File: config.mk
export PLATFORM = sky130hd
export DESIGN_NAME = div32bit_seq_flat
export DESIGN_NICKNAME = d
export VERILOG_FILES = /design/src/rtl/div32bit_seq_if.sv /design/src/rtl/div32bit_seq.sv /design/src/flat_wrapper.sv
export SDC_FILE = /design/constraint.sdc
export NUM_CORES = 1
export LEC_CHECK = 0
export BUFFER_PORTS_ARGS = -buffer_cell sky130_fd_sc_hd__buf_4
export CORE_MARGIN = 10
export CORE_UTILIZATION = 46
export DETAILED_ROUTE_END_ITERATION = 16
export PLACE_DENSITY = 0.66
export SLEW_MARGIN = 20
export SYNTH_ARGS = -nofsm -noshare
export SYNTH_HDL_FRONTEND = slang
export SYNTH_SLANG_ARGS = --single-unit
File: constraint.sdc
create_clock -name clk -period 3.95 [get_ports clk]
set_input_delay 0.395 -clock clk [delete_from_list [all_inputs] [get_ports clk]]
set_output_delay 0.395 -clock clk [all_outputs]
set_load 0.02 [all_outputs]
File: src/rtl/div32bit_seq_if.sv
// -----------------------------------------------------------------------------
// div32bit_seq_if
//
// Purpose: request/result bundle between a controlling FSM and the sequential
// unsigned divider div32bit_seq. Clock and reset are not part of the bundle.
//
// Signals:
//   start        controller -> divider  request, honoured only when idle/done
//   a, b         controller -> divider  dividend / divisor, captured on accept
//   busy         divider -> controller  high while iterating
//   done         divider -> controller  one-cycle result-valid pulse
//   q, r         divider -> controller  quotient / remainder
//   div_by_zero  divider -> controller  set together with done when b was 0
//
// Modports:
//   master  the controlling side (drives start/a/b)
//   slave   the divider side (drives busy/done/q/r/div_by_zero)
// -----------------------------------------------------------------------------
interface div32bit_seq_if #(
  parameter int WIDTH = 32
);
  logic             start;
  logic [WIDTH-1:0] a;
  logic [WIDTH-1:0] b;
  logic             busy;
  logic             done;
  logic [WIDTH-1:0] q;
  logic [WIDTH-1:0] r;
  logic             div_by_zero;

  modport master (
    output start, a, b,
    input  busy, done, q, r, div_by_zero
  );

  modport slave (
    input  start, a, b,
    output busy, done, q, r, div_by_zero
  );
endinterface

File: src/rtl/div32bit_seq.sv
// -----------------------------------------------------------------------------
// div32bit_seq
//
// Purpose: sequential unsigned divider. Computes q = a / b and r = a % b with
// restoring division, one quotient bit per clock, behind a start/busy/done
// handshake.
//
// Ports:
//   clk   clock, all state changes on the rising edge
//   rst   synchronous active-high reset, overrides everything
//   bus   div32bit_seq_if.slave: start, a, b in; busy, done, q, r,
//         div_by_zero out
//
// Parameters:
//   WIDTH  operand / quotient / remainder width (>= 2), default 32
//
// Build option:
//   DIV32BIT_FAST_PATH_EN  when defined, operations with a < b or a == b
//                          (b != 0) bypass the iteration loop and finish in
//                          the same short time as a divide by zero. Results
//                          are identical with or without it.
//
// Timing (start accepted on edge 0):
//   iterative path : busy after edges 0..WIDTH-1, done after edge WIDTH
//   short path     : done after edge 1 (divide by zero, and fast path)
// -----------------------------------------------------------------------------
module div32bit_seq #(
  parameter int WIDTH = 32
) (
  input  logic           clk,
  input  logic           rst,
  div32bit_seq_if.slave  bus
);

  // Counter must hold 0..WIDTH-1.
  localparam int CW = (WIDTH > 2) ? $clog2(WIDTH) : 1;
  localparam logic [CW-1:0] LAST_ITER = CW'(WIDTH - 1);

  // S_QUICK is a one-cycle staging state used by every operation that does
  // not iterate: its result is already sitting in shift/rem and gets copied
  // to the output registers on the following edge, so those operations also
  // complete one edge after the accept.
  typedef enum logic [1:0] {
    S_IDLE  = 2'd0,
    S_RUN   = 2'd1,
    S_QUICK = 2'd2,
    S_DONE  = 2'd3
  } state_t;

  state_t           state_q, state_d;
  logic [WIDTH-1:0] rem_q,   rem_d;    // partial remainder
  logic [WIDTH-1:0] shift_q, shift_d;  // dividend bits out of MSB, quotient bits in at LSB
  logic [WIDTH-1:0] div_q,   div_d;    // captured divisor
  logic [CW-1:0]    cnt_q,   cnt_d;    // iteration index
  logic [WIDTH-1:0] quo_q,   quo_d;    // quotient output register
  logic [WIDTH-1:0] rmd_q,   rmd_d;    // remainder output register
  logic             busy_q,  busy_d;
  logic             done_q,  done_d;
  logic             dbz_q,   dbz_d;

  logic             accept;
  logic [WIDTH:0]   trial;
  logic             trial_ge;
  logic [WIDTH-1:0] rem_step;
  logic [WIDTH-1:0] shift_step;

  // A request is only looked at when nothing is in flight.
  assign accept = bus.start && ((state_q == S_IDLE) || (state_q == S_DONE));

  // One restoring step. The trial value is WIDTH+1 bits: the remainder is
  // always < divisor, but doubling it can exceed WIDTH bits when the divisor
  // has its MSB set, so the compare and subtract run one bit wider.
  assign trial      = {rem_q, shift_q[WIDTH-1]};
  assign trial_ge   = (trial >= {1'b0, div_q});
  assign rem_step   = trial_ge ? WIDTH'(trial - {1'b0, div_q}) : trial[WIDTH-1:0];
  assign shift_step = {shift_q[WIDTH-2:0], trial_ge};

  always_comb begin
    state_d = state_q;
    rem_d   = rem_q;
    shift_d = shift_q;
    div_d   = div_q;
    cnt_d   = cnt_q;
    quo_d   = quo_q;
    rmd_d   = rmd_q;
    busy_d  = busy_q;
    dbz_d   = dbz_q;
    done_d  = 1'b0;

    case (state_q)
      S_IDLE, S_DONE: begin
        if (accept) begin
          // Outputs q/r keep the previous result until the new one is
          // registered; only the divide-by-zero flag is dropped right away.
          div_d = bus.b;
          dbz_d = 1'b0;
          cnt_d = '0;
          if (bus.b == '0) begin
            shift_d = '1;
            rem_d   = bus.a;
            busy_d  = 1'b0;
            state_d = S_QUICK;
          end
`ifdef DIV32BIT_FAST_PATH_EN
          else if (bus.a < bus.b) begin
            shift_d = '0;
            rem_d   = bus.a;
            busy_d  = 1'b0;
            state_d = S_QUICK;
          end
          else if (bus.a == bus.b) begin
            shift_d = WIDTH'(1);
            rem_d   = '0;
            busy_d  = 1'b0;
            state_d = S_QUICK;
          end
`endif
          else begin
            shift_d = bus.a;
            rem_d   = '0;
            busy_d  = 1'b1;
            state_d = S_RUN;
          end
        end else begin
          state_d = S_IDLE;
        end
      end

      S_RUN: begin
        rem_d   = rem_step;
        shift_d = shift_step;
        cnt_d   = cnt_q + CW'(1);
        if (cnt_q == LAST_ITER) begin
          // Final quotient bit has just been formed; publish the result.
          quo_d   = shift_step;
          rmd_d   = rem_step;
          busy_d  = 1'b0;
          done_d  = 1'b1;
          state_d = S_DONE;
        end
      end

      S_QUICK: begin
        // Divisor of zero is the only way to reach here with div_q == 0.
        quo_d   = shift_q;
        rmd_d   = rem_q;
        dbz_d   = (div_q == '0);
        done_d  = 1'b1;
        state_d = S_DONE;
      end

      default: begin
        state_d = S_IDLE;
      end
    endcase
  end

  always_ff @(posedge clk) begin
    if (rst) begin
      state_q <= S_IDLE;
      rem_q   <= '0;
      shift_q <= '0;
      div_q   <= '0;
      cnt_q   <= '0;
      quo_q   <= '0;
      rmd_q   <= '0;
      busy_q  <= 1'b0;
      done_q  <= 1'b0;
      dbz_q   <= 1'b0;
    end else begin
      state_q <= state_d;
      rem_q   <= rem_d;
      shift_q <= shift_d;
      div_q   <= div_d;
      cnt_q   <= cnt_d;
      quo_q   <= quo_d;
      rmd_q   <= rmd_d;
      busy_q  <= busy_d;
      done_q  <= done_d;
      dbz_q   <= dbz_d;
    end
  end

  assign bus.busy        = busy_q;
  assign bus.done        = done_q;
  assign bus.q           = quo_q;
  assign bus.r           = rmd_q;
  assign bus.div_by_zero = dbz_q;

endmodule

File: src/flat_wrapper.sv
// flat-port wrapper written by rule: the top's interface ports become plain ports
module div32bit_seq_flat 
#(
  parameter int WIDTH = 32
)
  (clk, rst, bus_start, bus_a, bus_b, bus_busy, bus_done, bus_q, bus_r, bus_div_by_zero);
  div32bit_seq_if #(.WIDTH(WIDTH)) bus_i ();
  input  logic clk;
  input  logic rst;
  input wire logic [$bits(bus_i.start)-1:0] bus_start;
  input wire logic [$bits(bus_i.a)-1:0] bus_a;
  input wire logic [$bits(bus_i.b)-1:0] bus_b;
  output wire logic [$bits(bus_i.busy)-1:0] bus_busy;
  output wire logic [$bits(bus_i.done)-1:0] bus_done;
  output wire logic [$bits(bus_i.q)-1:0] bus_q;
  output wire logic [$bits(bus_i.r)-1:0] bus_r;
  output wire logic [$bits(bus_i.div_by_zero)-1:0] bus_div_by_zero;
  assign bus_i.start = bus_start;
  assign bus_i.a = bus_a;
  assign bus_i.b = bus_b;
  assign bus_busy = bus_i.busy;
  assign bus_done = bus_i.done;
  assign bus_q = bus_i.q;
  assign bus_r = bus_i.r;
  assign bus_div_by_zero = bus_i.div_by_zero;
  div32bit_seq #(.WIDTH(WIDTH)) u_core (.clk(clk), .rst(rst), .bus(bus_i));
endmodule
==> flow_summary_export.csv <==
group,metric,value,unit
pwr,p_sw,6180,µW
cells_and_area,drive_gt1_frac,0.192,
worst_setup_path,slowest_delay,400,ps
worst_setup_path,crit_buf_inv,2,
routing,drt_iter0_drc,985,
placement,place_congestion,0.918,
synth,syn-cell-area,9640,µm²
synth,synth_seq_cells,170,
synth,synth_seq_area_share,0.353,
floorplanning,core_area,20400,µm²
global_route,grt_max_degree,97,
worst_setup_path,end_kind,"flip-flop",
routing,drt-total-wl,29.6,mm
cts,post_cts_buffers,0,
timing,finalHoldViolations,0,
synth,synth_compound_area_frac,0.283,
synth,syn_inst,1190,
synth,synth-edff-count,0,
worst_setup_path,r2r_slack,510,ps
routing,num_vias,9035,
synth,synth_cell_type_count,67,
timing,clock_skew,8.41,ps
worst_setup_path,worstSetupPathDepth,13,
timing,setup_viol,0,
worst_setup_path,cp.arrival,3770,ps
placement,placed_area,10800,µm²
synth,synth-simple-area-share,0.166,
synth,synth_top_family_by_area,"compound AO/OA/AOI/OAI gates",
pwr,p_leak,0.00453,µW
synth,synth.avg_cell_area,8.10,µm²
cells_and_area,fin_nets,1369,
flow_run,maxCapViolations,0,
worst_setup_path,rr_worst_depth,13,
timing,tns,0,ps
worst_setup_path,timing.critical_path.fanout_max,5,
worst_setup_path,path_cells,"inv_1 > ha_1 > inv_1 > fa_1 > a21o_1 > a311oi_2 > o31ai_2 > a221o_1 > a41oi_1 > o21ai_1 > xor2_1 > o21ai_1 > a2111oi_2",
cts,cts_max_level,4,
cts,clock_path_buffers,2,
timing,final.min_clock_period,3440,ps
cells_and_area,area_growth,18.2,%
worst_setup_path,worstPathRequired,4280,ps
pwr,combPwrFrac,0.642,
cts,cts_tree,"built",
floorplanning,die_w,165,µm
timing,fmax,291,MHz
pwr,p_int,6620,µW
pwr,p_per_area,1120,nW/µm²
cells_and_area,design_area,11400,µm²
worst_setup_path,start_kind,"flip-flop",
worst_setup_path,reg2reg_from,"u_core.shift_q[31]$_SDFFE_PP0P_",
timing,fin_crit_sh,0.870,
pwr,pwr-share-clk,0.131,
global_route,grt_pass1_vias,8438,
cts,numCtsBuffers,17,
cts,cts_hold_buf,0,
global_route,grtUsageTotal,0.213,
floorplanning,fp.dieArea,27100,µm²
synth,synth-async-reset-ratio,0,
floorplanning,rows,52,
worst_setup_path,critPathKind,"reg -> reg",
routing,drtPass1Iterations,5,
hold_path,hp-start,"bus_b[2]",
status,status,"finished, final reports clean",
synth,muxShareOfSynthArea,0.0639,
routing,antenna_left,0,
synth,synth_top_flop_cell,"dfxtp_1",
routing,via_per_inst,5.84,
worst_setup_path,cp-startpoint,"u_core.shift_q[31]$_SDFFE_PP0P_",
floorplanning,io_pins,134,
hold_path,hold_path.class,"in -> reg",
timing,slew-limit-headroom,0.302,
floorplanning,die_h,165,µm
placement,hpwl,21.6,mm
worst_setup_path,crit_family,"compound AO/OA/AOI/OAI gates",
timing,rsz0062_at_grt,"false",
cts,ctsResizeCount,0,
routing,drc_errors,0,
cts,worstSkewPairLatency,430,ps
pwr,vdd_drop_max,0.588,mV
timing,worst_pin_slew,1050,ps
worst_setup_path,slowest_stage,"fa_1",
synth,synth-xor-area-share,0.0245,
synth,synthAdderAreaFrac,0.0488,
synth,synth_nets,1294,
cts,cts-root-buf,"clkbuf_16",
synth,yosys_warnings,0,
global_route,grt-ovfl-total,0,
cells_and_area,antennaDiodeCount,0,
cts,numClockSinks,170,
pwr,switching_share,0.483,
hold_path,whs_path_depth,3,
pwr,power.total,12800,µW
global_route,antenna_found_initial,0,
floorplanning,start_util,0.472,
routing,avgRoutedWirePerCell,19.1,µm
timing,slew_violations,0,
placement,portBuffers,133,
cts,clk_pin_slew_worst_paths,70,ps
global_route,grt_pass1_wl,46.5,mm
pwr,power_frac_seq,0.228,
[layout make-up]
| cell class | count | area [µm²] |
|---|---|---|
| inverter | 52 | 195 |
| fill | 1985 | 9040 |
| multi-input combinational | 875 | 5700 |
| timing repair buffer | 149 | 1170 |
| sequential | 170 | 3400 |
| clock buffer | 18 | 439 |
| clock inverter | 14 | 146 |
| tap | 270 | 338 |
[state kept, by name, summed over array words and instances, names as in the netlist]
signal,count
u_core.bus.busy,1
u_core.bus.div_by_zero,1
u_core.bus.done,1
u_core.bus.q,32
u_core.bus.r,32
u_core.cnt_q,5
u_core.div_q,32
u_core.rem_q,32
u_core.shift_q,32
u_core.state_q,2
[per-layer routing]
layer / part of all wire / track usage / routed length [µm]
met3: 0.076 / 0.0396 / 2250
met5: 0 / 0 / 0
met4: 0.013 / 0.0483 / 372
met1: 0.49 / 0.314 / 14400
met2: 0.43 / 0.313 / 12600
[power by group through the flow]
stage / sequential, µW / combinational [µW] / clock [µW]
after floorplan: 3140 / 5780 / 0
after CTS: 2910 / 8170 / 1700
final: 2920 / 8210 / 1670
after global routing: 2990 / 8980 / 1760
after global placement: 2920 / 8080 / 0
after detailed placement: 2950 / 8140 / 0
[worst reg2reg max path: cells and delay by family (launching register included)]
kind / cells / cell delay [ps]
compound gates: 8 / 2130
xor+xnor: 1 / 150
fa+ha+maj: 2 / 550
buf+inv: 2 / 120
flops: 1 / 360
[cell families (layout without fill, tap and decap cells)]
kind of cell,Yosys count,count (layout)
AND/OR/NAND/NOR,366,366
AO/OA/AOI/OAI,393,393
XOR/XNOR,27,27
flip-flops,170,170
multiplexers,52,52
buffers and inverters,145,233
adder cells (fa/ha/maj),37,37
[final timing paths]
path | end
setup / recovery | u_core.rem_q[30]$_SDFFE_PP0P_
hold / removal | u_core.div_q[2]$_SDFFE_PP0P_
setup reg to reg | u_core.rem_q[30]$_SDFFE_PP0P_
hold reg to reg | u_core.div_q[18]$_SDFFE_PP0P_
[through the flow]
| step | util | worst slack, ps | instances | hold WS, ps |
|---|---|---|---|---|
| 6_report | 0.558 | 513 | 1548 | 214 |
| 2_1_floorplan | - | 920 | 1190 | 436 |
| 3_3_place_gp | 0.529 | 632 | 1516 | 445 |
| 5_1_grt | 0.558 | 340 | 1548 | 219 |
| 3_5_place_dp | 0.529 | 556 | 1516 | 447 |
| 4_1_cts | 0.558 | 520 | 1548 | 202 |
[cells in the mapped netlist (5+ instances only)]
cell type,instances,area share
nor4_1,17,0.011
nand2b_1,5,0.0032
nand4_1,12,0.0078
nor3_1,38,0.020
a21o_1,15,0.012
inv_1,52,0.020
ha_1,36,0.047
a211oi_1,41,0.032
o221ai_1,33,0.030
nand2_1,163,0.063
nand3_1,17,0.0088
a21oi_1,135,0.070
o211ai_1,8,0.0062
nor2_1,90,0.035
a31oi_1,13,0.0084
a221oi_2,20,0.031
xnor2_1,19,0.017
or3_1,8,0.0052
o21ai_1,5,0.0026
mux2_4,19,0.030
xor2_1,8,0.0073
buf_1,6,0.0023
o21ai_0,59,0.031
o21bai_1,20,0.016
mux2i_1,33,0.034
dfxtp_1,170,0.35
buf_6,5,0.0058
clkbuf_1,78,0.030
[placed cells by master (no fill, tap or decap), drive strengths merged, types with 3 or more instances in the layout]
cell type,synthesis,layout
a211oi,42,42
a21boi,4,4
a21o,15,15
a21oi,137,137
a221oi,24,24
a311oi,5,5
a31oi,14,14
and2,3,3
and3,4,4
buf,15,149
clkbuf,78,18
clkinv,0,5
dfxtp,170,170
ha,36,36
inv,52,60
mux2,19,19
mux2i,33,33
nand2,165,165
nand2b,5,5
nand3,17,17
nand4,12,12
nor2,90,90
nor2b,4,4
nor3,39,39
nor4,17,17
o211ai,8,8
o21a,3,3
o21ai,66,66
o21bai,20,20
o221ai,33,33
or3,8,8
xnor2,19,19
xor2,8,8
(Power assumes the default switching activity.)
